===== config.mk =====
export PLATFORM = sky130hd
export DESIGN_NAME = x_mem_arbiter
export DESIGN_NICKNAME = d
export VERILOG_FILES = /design/src/rtl/x_mem_arbiter_pkg.sv /design/src/rtl/x_mem_arbiter_fifo.sv /design/src/rtl/x_mem_arbiter_rr.sv /design/src/rtl/x_mem_arbiter.sv
export SDC_FILE = /design/constraint.sdc
export NUM_CORES = 2
export LEC_CHECK = 0
export CAP_MARGIN = 20
export CORE_MARGIN = 8
export CORE_UTILIZATION = 58
export CTS_BUF_LIST = sky130_fd_sc_hd__clkbuf_4 sky130_fd_sc_hd__clkbuf_8
export DETAILED_ROUTE_END_ITERATION = 8
export GPL_ROUTABILITY_DRIVEN = 0
export GPL_TIMING_DRIVEN = 0
export HOLD_SLACK_MARGIN = 0.06
export MAX_ROUTING_LAYER = met4
export PLACE_DENSITY_LB_ADDON = 0.08
export SLEW_MARGIN = 10
export SYNTH_ARGS = -nofsm -noshare
export SYNTH_HDL_FRONTEND = slang
export SYNTH_HIERARCHICAL = 1
export SYNTH_SLANG_ARGS = --single-unit
export TNS_END_PERCENT = 1

===== constraint.sdc =====
create_clock -name clk -period 8.92 [get_ports clk]
set_clock_uncertainty 0.1 [all_clocks]
set_input_delay 1.784 -clock clk [delete_from_list [all_inputs] [get_ports clk]]
set_output_delay 1.784 -clock clk [all_outputs]
set_load 0.005 [all_outputs]

===== src/rtl/x_mem_arbiter_pkg.sv =====
// rtl/x_mem_arbiter_pkg.sv - shared widths, types and helpers for the x-vector memory arbiter
package x_mem_arbiter_pkg;

    localparam int ADDR_WIDTH = 48;
    localparam int DATA_WIDTH = 64;

    typedef logic [ADDR_WIDTH-1:0] addr_t;
    typedef logic [DATA_WIDTH-1:0] data_t;

    // The controller works on 8-byte words, so the low address bits are always cleared.
    localparam addr_t ADDR_ALIGN_MASK = {{(ADDR_WIDTH-3){1'b1}}, 3'b000};

    function automatic int log2(input int value);
        int result;
        result = 0;
        for (int i = 0; i < 31; i++) begin
            if ((1 << i) < value) begin
                result = i + 1;
            end
        end
        return result;
    endfunction

endpackage


===== src/rtl/x_mem_arbiter_fifo.sv =====
// rtl/x_mem_arbiter_fifo.sv - show-ahead FIFO (zero read latency) with registered almost-full
module x_mem_arbiter_fifo
    import x_mem_arbiter_pkg::*;
#(
    parameter int WIDTH       = 48,
    parameter int DEPTH       = 16,
    parameter int AFULL_LEVEL = DEPTH
) (
    input  logic             clk,
    input  logic             rst,
    input  logic             push,
    input  logic [WIDTH-1:0] wdata,
    input  logic             pop,
    output logic [WIDTH-1:0] rdata,
    output logic             empty,
    output logic             full,
    output logic             afull,
    output logic             overflow
);

    localparam int PTR_W = log2(DEPTH);
    localparam int CNT_W = PTR_W + 1;

    logic [WIDTH-1:0] mem_q [DEPTH];
    logic [PTR_W-1:0] wr_ptr_q, wr_ptr_d;
    logic [PTR_W-1:0] rd_ptr_q, rd_ptr_d;
    logic [CNT_W-1:0] count_q, count_d;
    logic             afull_q, afull_d;
    logic             do_push, do_pop;

    assign empty = (count_q == '0);
    assign full  = (count_q == CNT_W'(DEPTH));
    assign afull = afull_q;
    assign rdata = mem_q[rd_ptr_q];

    // A push into a full FIFO is still accepted when the same cycle pops; pointers wrap (DEPTH is 2^n).
    always_comb begin
        do_pop   = pop && !empty;
        do_push  = push && (!full || do_pop);
        overflow = push && !do_push;
        wr_ptr_d = wr_ptr_q + PTR_W'(do_push);
        rd_ptr_d = rd_ptr_q + PTR_W'(do_pop);
        count_d  = count_q;
        if (do_push && !do_pop) begin
            count_d = count_q + CNT_W'(1);
        end else if (do_pop && !do_push) begin
            count_d = count_q - CNT_W'(1);
        end
        afull_d = (count_d >= CNT_W'(AFULL_LEVEL));
    end

    always_ff @(posedge clk or negedge rst) begin
        if (!rst) begin
            wr_ptr_q <= '0;
            rd_ptr_q <= '0;
            count_q  <= '0;
            afull_q  <= 1'b0;
        end else begin
            wr_ptr_q <= wr_ptr_d;
            rd_ptr_q <= rd_ptr_d;
            count_q  <= count_d;
            afull_q  <= afull_d;
        end
    end

    always_ff @(posedge clk) begin
        if (do_push) begin
            mem_q[wr_ptr_q] <= wdata;
        end
    end

endmodule


===== src/rtl/x_mem_arbiter_rr.sv =====
// rtl/x_mem_arbiter_rr.sv - round-robin pick whose search starts just after the last winner
module x_mem_arbiter_rr
    import x_mem_arbiter_pkg::*;
#(
    parameter int NUM_REQ = 4,
    parameter int ID_W    = log2(NUM_REQ)
) (
    input  logic               clk,
    input  logic               rst,
    input  logic [NUM_REQ-1:0] req,
    input  logic               advance,
    output logic               gnt_valid,
    output logic [ID_W-1:0]    gnt_id
);

    logic [ID_W-1:0] last_grant_q, last_grant_d;

    always_comb begin
        gnt_valid = 1'b0;
        gnt_id    = last_grant_q;
        for (int i = 1; i <= NUM_REQ; i++) begin
            if (!gnt_valid && req[ID_W'((int'(last_grant_q) + i) % NUM_REQ)]) begin
                gnt_valid = 1'b1;
                gnt_id    = ID_W'((int'(last_grant_q) + i) % NUM_REQ);
            end
        end
        last_grant_d = (advance && gnt_valid) ? gnt_id : last_grant_q;
    end

    // Resetting to the highest id makes requester 0 the first winner.
    always_ff @(posedge clk or negedge rst) begin
        if (!rst) begin
            last_grant_q <= ID_W'(NUM_REQ - 1);
        end else begin
            last_grant_q <= last_grant_d;
        end
    end

endmodule


===== src/rtl/x_mem_arbiter.sv =====
// rtl/x_mem_arbiter.sv - shares one memory-controller read port among NUM_REQ x-vector requesters
module x_mem_arbiter
    import x_mem_arbiter_pkg::*;
#(
    parameter int NUM_REQ         = 4,
    parameter int LOG2_NUM_REQ    = 2,
    parameter int REQ_FIFO_DEPTH  = 16,
    parameter int MAX_OUTSTANDING = 64,
    parameter int AFULL_MARGIN    = 4
) (
    input  logic                          clk,
    input  logic                          rst,
    input  logic [NUM_REQ-1:0]            req_push,
    input  logic [ADDR_WIDTH*NUM_REQ-1:0] req_addr,
    output logic [NUM_REQ-1:0]            req_afull,
    output logic                          mem_req,
    output logic [ADDR_WIDTH-1:0]         mem_req_addr,
    input  logic                          mem_stall,
    input  logic                          mem_rsp_push,
    input  logic [DATA_WIDTH-1:0]         mem_rsp_q,
    output logic [NUM_REQ-1:0]            rsp_push,
    output logic [DATA_WIDTH-1:0]         rsp_q,
    output logic                          idle,
    output logic                          err
);

    localparam int OUT_W = log2(MAX_OUTSTANDING) + 1;

    logic [NUM_REQ-1:0]      req_empty, req_pop, req_overflow, req_full_unused;
    addr_t                   req_head [NUM_REQ];
    logic                    tag_empty, tag_full, tag_pop, tag_overflow, tag_afull_unused;
    logic [LOG2_NUM_REQ-1:0] tag_head, gnt_id;
    logic                    gnt_valid, grant, orphan;

    logic                    mem_req_q, mem_req_d;
    addr_t                   mem_req_addr_q, mem_req_addr_d;
    logic [NUM_REQ-1:0]      rsp_push_q, rsp_push_d;
    data_t                   rsp_q_q, rsp_q_d;
    logic [OUT_W-1:0]        out_cnt_q, out_cnt_d;
    logic                    err_q, err_d;

    for (genvar g = 0; g < NUM_REQ; g++) begin : g_req_fifo
        x_mem_arbiter_fifo #(
            .WIDTH       (ADDR_WIDTH),
            .DEPTH       (REQ_FIFO_DEPTH),
            .AFULL_LEVEL (REQ_FIFO_DEPTH - AFULL_MARGIN)
        ) u_req_fifo (
            .clk      (clk),
            .rst      (rst),
            .push     (req_push[g]),
            .wdata    (req_addr[ADDR_WIDTH*g +: ADDR_WIDTH]),
            .pop      (req_pop[g]),
            .rdata    (req_head[g]),
            .empty    (req_empty[g]),
            .full     (req_full_unused[g]),
            .afull    (req_afull[g]),
            .overflow (req_overflow[g])
        );
    end

    x_mem_arbiter_rr #(
        .NUM_REQ (NUM_REQ),
        .ID_W    (LOG2_NUM_REQ)
    ) u_rr (
        .clk       (clk),
        .rst       (rst),
        .req       (~req_empty),
        .advance   (grant),
        .gnt_valid (gnt_valid),
        .gnt_id    (gnt_id)
    );

    // Tag FIFO remembers the issuing requester of every in-flight read, in issue order.
    x_mem_arbiter_fifo #(
        .WIDTH (LOG2_NUM_REQ),
        .DEPTH (MAX_OUTSTANDING)
    ) u_tag_fifo (
        .clk      (clk),
        .rst      (rst),
        .push     (grant),
        .wdata    (gnt_id),
        .pop      (tag_pop),
        .rdata    (tag_head),
        .empty    (tag_empty),
        .full     (tag_full),
        .afull    (tag_afull_unused),
        .overflow (tag_overflow)
    );

    // Fullness is sampled before this cycle's response pop, so a freed slot is reused one cycle later.
    assign grant  = gnt_valid && !mem_stall && !tag_full;
    assign tag_pop = mem_rsp_push && !tag_empty;
    assign orphan  = mem_rsp_push && tag_empty;

    always_comb begin
        req_pop = '0;
        if (grant) begin
            req_pop[gnt_id] = 1'b1;
        end

        mem_req_d      = grant;
        mem_req_addr_d = grant ? (req_head[gnt_id] & ADDR_ALIGN_MASK) : mem_req_addr_q;

        rsp_push_d = '0;
        if (tag_pop) begin
            rsp_push_d[tag_head] = 1'b1;
        end
        rsp_q_d = tag_pop ? mem_rsp_q : rsp_q_q;

        out_cnt_d = out_cnt_q;
        if (grant && !tag_pop) begin
            out_cnt_d = out_cnt_q + OUT_W'(1);
        end else if (tag_pop && !grant) begin
            out_cnt_d = out_cnt_q - OUT_W'(1);
        end

        err_d = err_q || (|req_overflow) || tag_overflow || orphan;
    end

    always_ff @(posedge clk or negedge rst) begin
        if (!rst) begin
            mem_req_q      <= 1'b0;
            mem_req_addr_q <= '0;
            rsp_push_q     <= '0;
            rsp_q_q        <= '0;
            out_cnt_q      <= '0;
            err_q          <= 1'b0;
        end else begin
            mem_req_q      <= mem_req_d;
            mem_req_addr_q <= mem_req_addr_d;
            rsp_push_q     <= rsp_push_d;
            rsp_q_q        <= rsp_q_d;
            out_cnt_q      <= out_cnt_d;
            err_q          <= err_d;
        end
    end

    assign mem_req      = mem_req_q;
    assign mem_req_addr = mem_req_addr_q;
    assign rsp_push     = rsp_push_q;
    assign rsp_q        = rsp_q_q;
    assign err          = err_q;
    assign idle         = (&req_empty) && tag_empty && (out_cnt_q == '0) && !mem_req_q;

endmodule


After elaboration in Yosys (flattened, before gate mapping)

Memories as Yosys holds them, arrays and structs flattened.
Cells that the tools add are included.

Equality and inequality tests: 5
$add $sub $neg: 26
Mux-type cells: 51
Divide/modulo/power cells: 0
Bitwise logic cells: 2
Shift operators: 0
Reductions and logical operators: 85
Order comparisons: 13
Multiply operators: 0

Operators by type and width:

| operator                                            | count |
|---|---|
| binary-select mux 48 bit (select 2 bit)             | 1 |
| two-way mux 48 bit                                  | 2 |
| logical AND 1 bit                                   | 40 |
| two-way mux 5 bit                                   | 8 |
| adder 4 x 1 -> 4 bit                                | 8 |
| two-way mux 7 bit                                   | 4 |
| logical NOT 1 bit                                   | 27 |
| two-way mux 1 bit                                   | 24 |
| adder 5 x 1 -> 5 bit, second input constant         | 4 |
| == test 5 bit, second input constant                | 4 |
| >= comparator 5 x 4 -> 1 bit, second input constant | 4 |
| logical NOT 5 bit                                   | 4 |
| subtractor 5 x 1 -> 5 bit, second input constant    | 4 |
| < comparator 2 x 4 -> 1 bit, second input constant  | 4 |
| adder 7 x 1 -> 7 bit, second input constant         | 2 |
| logical NOT 7 bit                                   | 2 |
| subtractor 7 x 1 -> 7 bit, second input constant    | 2 |
| adder 6 x 1 -> 6 bit                                | 2 |
| binary-select mux 1 bit (select 2 bit)              | 4 |
| logical OR 1 bit                                    | 8 |
| two-way mux 2 bit                                   | 4 |
| two-way mux 4 bit                                   | 2 |
| == test 7 bit, second input constant                | 1 |
| < comparator 2 x 3 -> 1 bit, second input constant  | 2 |
| 10 further kinds                                    | 15 |

Memory bits (read-only): 0
Bits in latches: 0
Output and inout port bits: 123
Memory bits (writable): 3200
Memories: 5
Bits in registers: 199
Logic and storage cells: 213
Input port bits: 264

Memories:

| memory                         | words | bits a word | read ports | clocked after memory_dff | wr ports | line                     | text |
|---|---|---|---|---|---|---|---|
| g_req_fifo[0].u_req_fifo.mem_q | 16    | 48          | 1          | 0                        | 1        | x_mem_arbiter_fifo.sv:24 | `logic [WIDTH-1:0] mem_q [DEPTH];` |
| g_req_fifo[1].u_req_fifo.mem_q | 16    | 48          | 1          | 0                        | 1        | x_mem_arbiter_fifo.sv:24 |  |
| g_req_fifo[2].u_req_fifo.mem_q | 16    | 48          | 1          | 0                        | 1        | x_mem_arbiter_fifo.sv:24 |  |
| g_req_fifo[3].u_req_fifo.mem_q | 16    | 48          | 1          | 0                        | 1        | x_mem_arbiter_fifo.sv:24 |  |
| u_tag_fifo.mem_q               | 64    | 2           | 1          | 0                        | 1        | x_mem_arbiter_fifo.sv:24 |  |

Logic depth before layout (Yosys ltp)

Word-level depth: 29
Gate-level depth with buffers: 17

By module

Netlist, hierarchy kept.

Modules (own cells, without submodules):

| module                                            | area an instance (um2) | cells each | sequential area each (um2) | instances |
|---|---|---|---|---|
| x_mem_arbiter_fifo (g_req_fifo[0].u_req_fifo ...) | 29733.5                | 1153       | 23412.5                    | 4 |
| x_mem_arbiter_fifo (u_tag_fifo)                   | 6357.3                 | 409        | 4319.1                     | 1 |
| x_mem_arbiter                                     | 5924.4                 | 512        | 3052.9                     | 1 |
| x_mem_arbiter_rr                                  | 210.2                  | 22         | 52.6                       | 1 |

Worst setup path before layout

Ideal clock, no wire load.

Path kind: flip-flop to flip-flop
From: register g_req_fifo[0].u_req_fifo.count_q[0]
To: memory g_req_fifo[3].u_req_fifo.mem_q[0][0] (enable)
Cell stages (with the launch flop): 16
Clock period less this slack: 9.860 ns
Setup slack: -0.940 ns
Setup time: 0.513 ns
Arrival: 9.247 ns
Cell sequence: dfrtp_1 > inv_1 > ha_1 > nor4b_4 > inv_1 > o21ai_0 > a21boi_0 > nor3_1 > buf_2 > buf_2 > and3_1 > buf_2 > nor2b_1 > a21oi_1 > or3b_2 > nor3_1

Cells in the longest elaborated chain, start to end: 25
Elaborated cells on any way between the ends: 41
Those cells by class: order compare (2); mux (25); bitwise (1); reduce/logical (13)

Ends and longest elaborated chain:

| item                                                 | line                     | text |
|---|---|---|
| start, declared                                      | x_mem_arbiter_fifo.sv:27 | `logic [CNT_W-1:0] count_q, count_d;` |
| start signal, assigned                               | x_mem_arbiter_fifo.sv:61 | `count_q <= count_d;` |
| logical NOT 5 bit *                                  | x_mem_arbiter_fifo.sv:31 | `assign empty = (count_q == '0);` |
| via req_empty[0]                                     | x_mem_arbiter.sv:29      | `logic [NUM_REQ-1:0] req_empty, req_pop, req_overflow, req_full_unused;` |
| inverter 4 bit *                                     | x_mem_arbiter.sv:67      | `.req (~req_empty),` |
| binary-select mux 1 bit (select 2 bit)               | x_mem_arbiter_rr.sv:22   | `if (!gnt_valid && req[ID_W'((int'(last_grant_q) + i) % NUM_REQ)]) begin` |
| two-way mux 1 bit (not written as such) (2 in a row) | x_mem_arbiter_rr.sv:22   |  |
| two-way mux 1 bit                                    | x_mem_arbiter_rr.sv:22   |  |
| logical NOT 1 bit                                    | x_mem_arbiter_rr.sv:22   |  |
| logical AND 1 bit                                    | x_mem_arbiter_rr.sv:22   |  |
| [7 not listed]                                       | --                       |  |
| via gnt_id[1]                                        | x_mem_arbiter.sv:32      | `logic [LOG2_NUM_REQ-1:0] tag_head, gnt_id;` |
| [3 not listed]                                       | --                       |  |
| demux 1 bit (select 2 bit) *                         | x_mem_arbiter.sv:98      | `req_pop[gnt_id] = 1'b1;` |
| two-way mux 4 bit *                                  | x_mem_arbiter.sv:97      | `if (grant) begin` |
| via req_pop[3]                                       | x_mem_arbiter.sv:29      |  |
| logical AND 1 bit *                                  | x_mem_arbiter_fifo.sv:38 | `do_pop = pop && !empty;` |
| logical OR 1 bit *                                   | x_mem_arbiter_fifo.sv:39 | `do_push = push && (!full \|\| do_pop);` |
| logical AND 1 bit *                                  | x_mem_arbiter_fifo.sv:39 |  |
| two-way mux 1 bit *                                  | x_mem_arbiter_fifo.sv:67 | `if (do_push) begin` |
| two-way mux 1 bit (not written as such) *            | x_mem_arbiter_fifo.sv:68 | `mem_q[wr_ptr_q] <= wdata;` |
| end, declared                                        | x_mem_arbiter_fifo.sv:24 |  |

The timed path passes the listed nets; every way through them passes the cells marked *. The select of a mux whose other input is x is not followed.

Worst setup path after layout

From: register g_req_fifo[1].u_req_fifo.count_q[0]
To: memory g_req_fifo[3].u_req_fifo.mem_q[1][23] (enable)

Cells in the longest elaborated chain, start to end: 25
Elaborated cells on any way between the ends: 41
Those cells by class: order compare (2); mux (25); bitwise (1); reduce/logical (13)

Ends and longest elaborated chain:

| item                                                 | line |
|---|---|
| start, declared                                      | x_mem_arbiter_fifo.sv:27 |
| start signal, assigned                               | x_mem_arbiter_fifo.sv:61 |
| logical NOT 5 bit *                                  | x_mem_arbiter_fifo.sv:31 |
| via req_empty[1]                                     | x_mem_arbiter.sv:29 |
| inverter 4 bit *                                     | x_mem_arbiter.sv:67 |
| binary-select mux 1 bit (select 2 bit)               | x_mem_arbiter_rr.sv:22 |
| two-way mux 1 bit (not written as such) (2 in a row) | x_mem_arbiter_rr.sv:22 |
| two-way mux 1 bit                                    | x_mem_arbiter_rr.sv:22 |
| logical NOT 1 bit                                    | x_mem_arbiter_rr.sv:22 |
| logical AND 1 bit                                    | x_mem_arbiter_rr.sv:22 |
| [7 not listed]                                       | -- |
| via gnt_id[1]                                        | x_mem_arbiter.sv:32 |
| [3 not listed]                                       | -- |
| demux 1 bit (select 2 bit) *                         | x_mem_arbiter.sv:98 |
| two-way mux 4 bit *                                  | x_mem_arbiter.sv:97 |
| via req_pop[3]                                       | x_mem_arbiter.sv:29 |
| logical AND 1 bit *                                  | x_mem_arbiter_fifo.sv:38 |
| logical OR 1 bit *                                   | x_mem_arbiter_fifo.sv:39 |
| logical AND 1 bit *                                  | x_mem_arbiter_fifo.sv:39 |
| two-way mux 1 bit *                                  | x_mem_arbiter_fifo.sv:67 |
| two-way mux 1 bit (not written as such) *            | x_mem_arbiter_fifo.sv:68 |

Marks and branches as above.

==> impl_metrics.json <==
{
  "timing.hold.ws_ns": 0.360,
  "vias_in_the_first_global_route": 62600,
  "power_density_nw_per_um2": 323,
  "worst_ep_arrival_time_ns": 7.95,
  "max_clock_freq_mhz": 137,
  "via_count_of_the_routed_design": 61300,
  "htree_levels": 6,
  "power_leakage_nw": 47.5,
  "place_inst": 8735,
  "first_iter_violations": 7099,
  "worstMarginPinSlew_ns": 1.17,
  "count_of_fill_cells_added_during_filler_insertion": 13300,
  "initial_utilization_pct": 58.1,
  "post_synth_inst_count": 5303,
  "buffer_type_at_the_clock_tree_root": "clkbuf_8",
  "criticalPathCategory": "flip-flop to flip-flop",
  "grt_max_degree": 92,
  "clkSlewWorstSetupHoldPaths_ns": 0.06,
  "synthesis.area_um2": 124000,
  "number_of_cts_inserted_buffers": 539,
  "drive_gt1_share_pct": 33.0,
  "setup-tns-final_ns": 0,
  "final.min_clock_period_ns": 7.31,
  "post-route-period-util_pct": 81.9,
  "ir_worst_vdd_mv": 0.195,
  "critical_path_required_ns": 9.56,
  "insertion_delay_to_the_later_sink_of_the_worst_skew_pair_ns": 1.07,
  "flow.area_growth_from_synthesis_pct": 17.4,
  "critical_path.endpoint_type": "flip-flop",
  "vias_per_cell": 6.30,
  "yosys_warnings": 6,
  "startpoint_type": "flip-flop",
  "max_slew_margin_pct": 21.7,
  "final_net_count": 6746,
  "place_area_um2": 135000,
  "rsz_0062_raised_after_global_routing": "false",
  "ios": 387,
  "timing.final.hold_violations": 0,
  "firstDrtPassIters": 6,
  "slew_viol_final": 0,
  "total_die_area_um2": 229000,
  "cts-hold-fix-buffers": 0,
  "drv.max_cap_violation_count": 0,
  "cp_max_fo": 10,
  "finalWirelength_um": 316000,
  "avgRoutedWirePerCell_um": 32.4,
  "dr_drc_count": 0,
  "post_cts.resized_instances": 0,
  "rows": 170,
  "postLayoutCellArea_um2": 146000,
  "tritoncts": "yes",
  "die_h_um": 479,
  "ant_nets": 0,
  "timing.hold.worst.class": "flip-flop to flip-flop",
  "cts.path.max_buffers": 4,
  "cts_sinks": 3207,
  "grt_pass1_wl_um": 448000,
  "placement.io_buffers": 371,
  "final-instance-count-excl-fill": 9735,
  "avgSynthCellArea_um2": 23.4,
  "status": "finished, final reports clean",
  "postCtsSetupBuffers": 0,
  "finalSetupViolCount": 0,
  "coreArea_um2": 214000,
  "globalRouteTotalUtil_pct": 28.2,
  "grt_antenna_before_repair": 95,
  "p_total_mw": 47.2,
  "chipWidth_um": 479,
  "grt-ovfl-total": 0,
  "hpwl_um": 213000
}
layer usage:
metal / GRT usage, % / wire length, um
met5: - / 0
met4: 8.88 / 9340
met3: 6.23 / 28700
met2: 45.5 / 160000
met1: 36.6 / 118000
placed cells by master, fill, tap and decap left out, types with 37 or more instances in the layout:
cell             count
buf_1               49
buf_12              77
buf_4              108
buf_6               96
clkbuf_1           115
clkbuf_4           194
clkbuf_8           577
clkdlybuf4s50_1    370
clkinv_1            85
dfrtp_1            197
diode_2             74
edfxtp_1          3008
ha_1                37
mux2_2              47
mux4_1              56
mux4_2             916
nand2_1            226
nor2_1              99
nor2_4              48
stage by stage:
step / setup WS (ns) / util (%)
2_1_floorplan: -0.711 / -
3_3_place_gp: -9.83 / 61.5
3_5_place_dp: 1.66 / 63.4
4_1_cts: 1.74 / 68.1
5_1_grt: 1.37 / 68.2
6_report: 1.61 / 68.3
worst max-delay path, stage by stage, from the launching register on:
cell and delay (ns):
dfrtp_1 0.43, inv_1 0.09, ha_1 0.22, nor4b_4 0.42, inv_1 0.23, o21ai_0 0.18, a21boi_0 0.16, nor3_2 0.54
buf_6 0.24, buf_2 0.31, buf_2 0.36, and3_1 0.20, buf_2 0.18, nor2b_1 0.08, a21oi_1 0.91, nand3b_1 0.51
nor3_2 0.80, buf_6 0.25, buf_4 0.22, buf_4 0.24, buf_4 0.24
registers in the layout, indices dropped and copies added (netlist names), named ones only:
| signal | cells |
|---|---|
| u_tag_fifo/rd_ptr_q | 6 |
| g_req_fifo.u_req_fifo/rd_ptr_q | 16 |
| rsp_push | 4 |
| u_tag_fifo/count_q | 1 |
| g_req_fifo.u_req_fifo/wr_ptr_q | 16 |
| u_tag_fifo/wr_ptr_q | 6 |
| out_cnt_q | 7 |
| err | 1 |
| u_tag_fifo/mem_q | 128 |
| g_req_fifo.u_req_fifo/afull | 4 |
| mem_req_addr | 45 |
| mem_req | 1 |
| g_req_fifo.u_req_fifo/count_q | 20 |
| rsp_q | 64 |
| g_req_fifo.u_req_fifo/mem_q | 2880 |
| u_rr/last_grant_q | 2 |
where the power goes:
part	leakage, nW	internal (mW)	switching, mW
clock	5.39	6.87	5.63
combinational	12.5	7.08	8.62
sequential	29.6	18.4	0.621
worst paths after layout:
check / start / end / slack [ns] / cells after the start
setup / recovery: g_req_fifo[1].u_req_fifo/count_q[0] / g_req_fifo[3].u_req_fifo/mem_q[1][23] / 1.61 / 20
hold / removal: out_cnt_q[6] / out_cnt_q[6] / 0.36 / 1
setup reg to reg: g_req_fifo[1].u_req_fifo/count_q[0] / g_req_fifo[3].u_req_fifo/mem_q[1][23] / 1.61 / 20
hold reg to reg: out_cnt_q[6] / out_cnt_q[6] / 0.36 / 1
max in group asynchronous: rst / g_req_fifo[3].u_req_fifo/wr_ptr_q[3] / 7.27 / 2
min in group asynchronous: rst / rsp_q[59] / 0.57 / 1
layout make-up:
type / count / area [um2] / share of cell area [%]
repair buffers: 598 / 7200 / 4.93
well taps: 2838 / 3550 / 2.43
diodes: 74 / 185 / 0.127
inverters: 32 / 123 / 0.0840
clock inverters: 149 / 816 / 0.559
flip-flops and latches: 3207 / 95300 / 65.3
multi-input cells: 1775 / 27500 / 18.9
clock buffers: 771 / 9400 / 6.44
plain buffers: 291 / 1780 / 1.22
No activity file was read; power rests on OpenSTA's default activity.
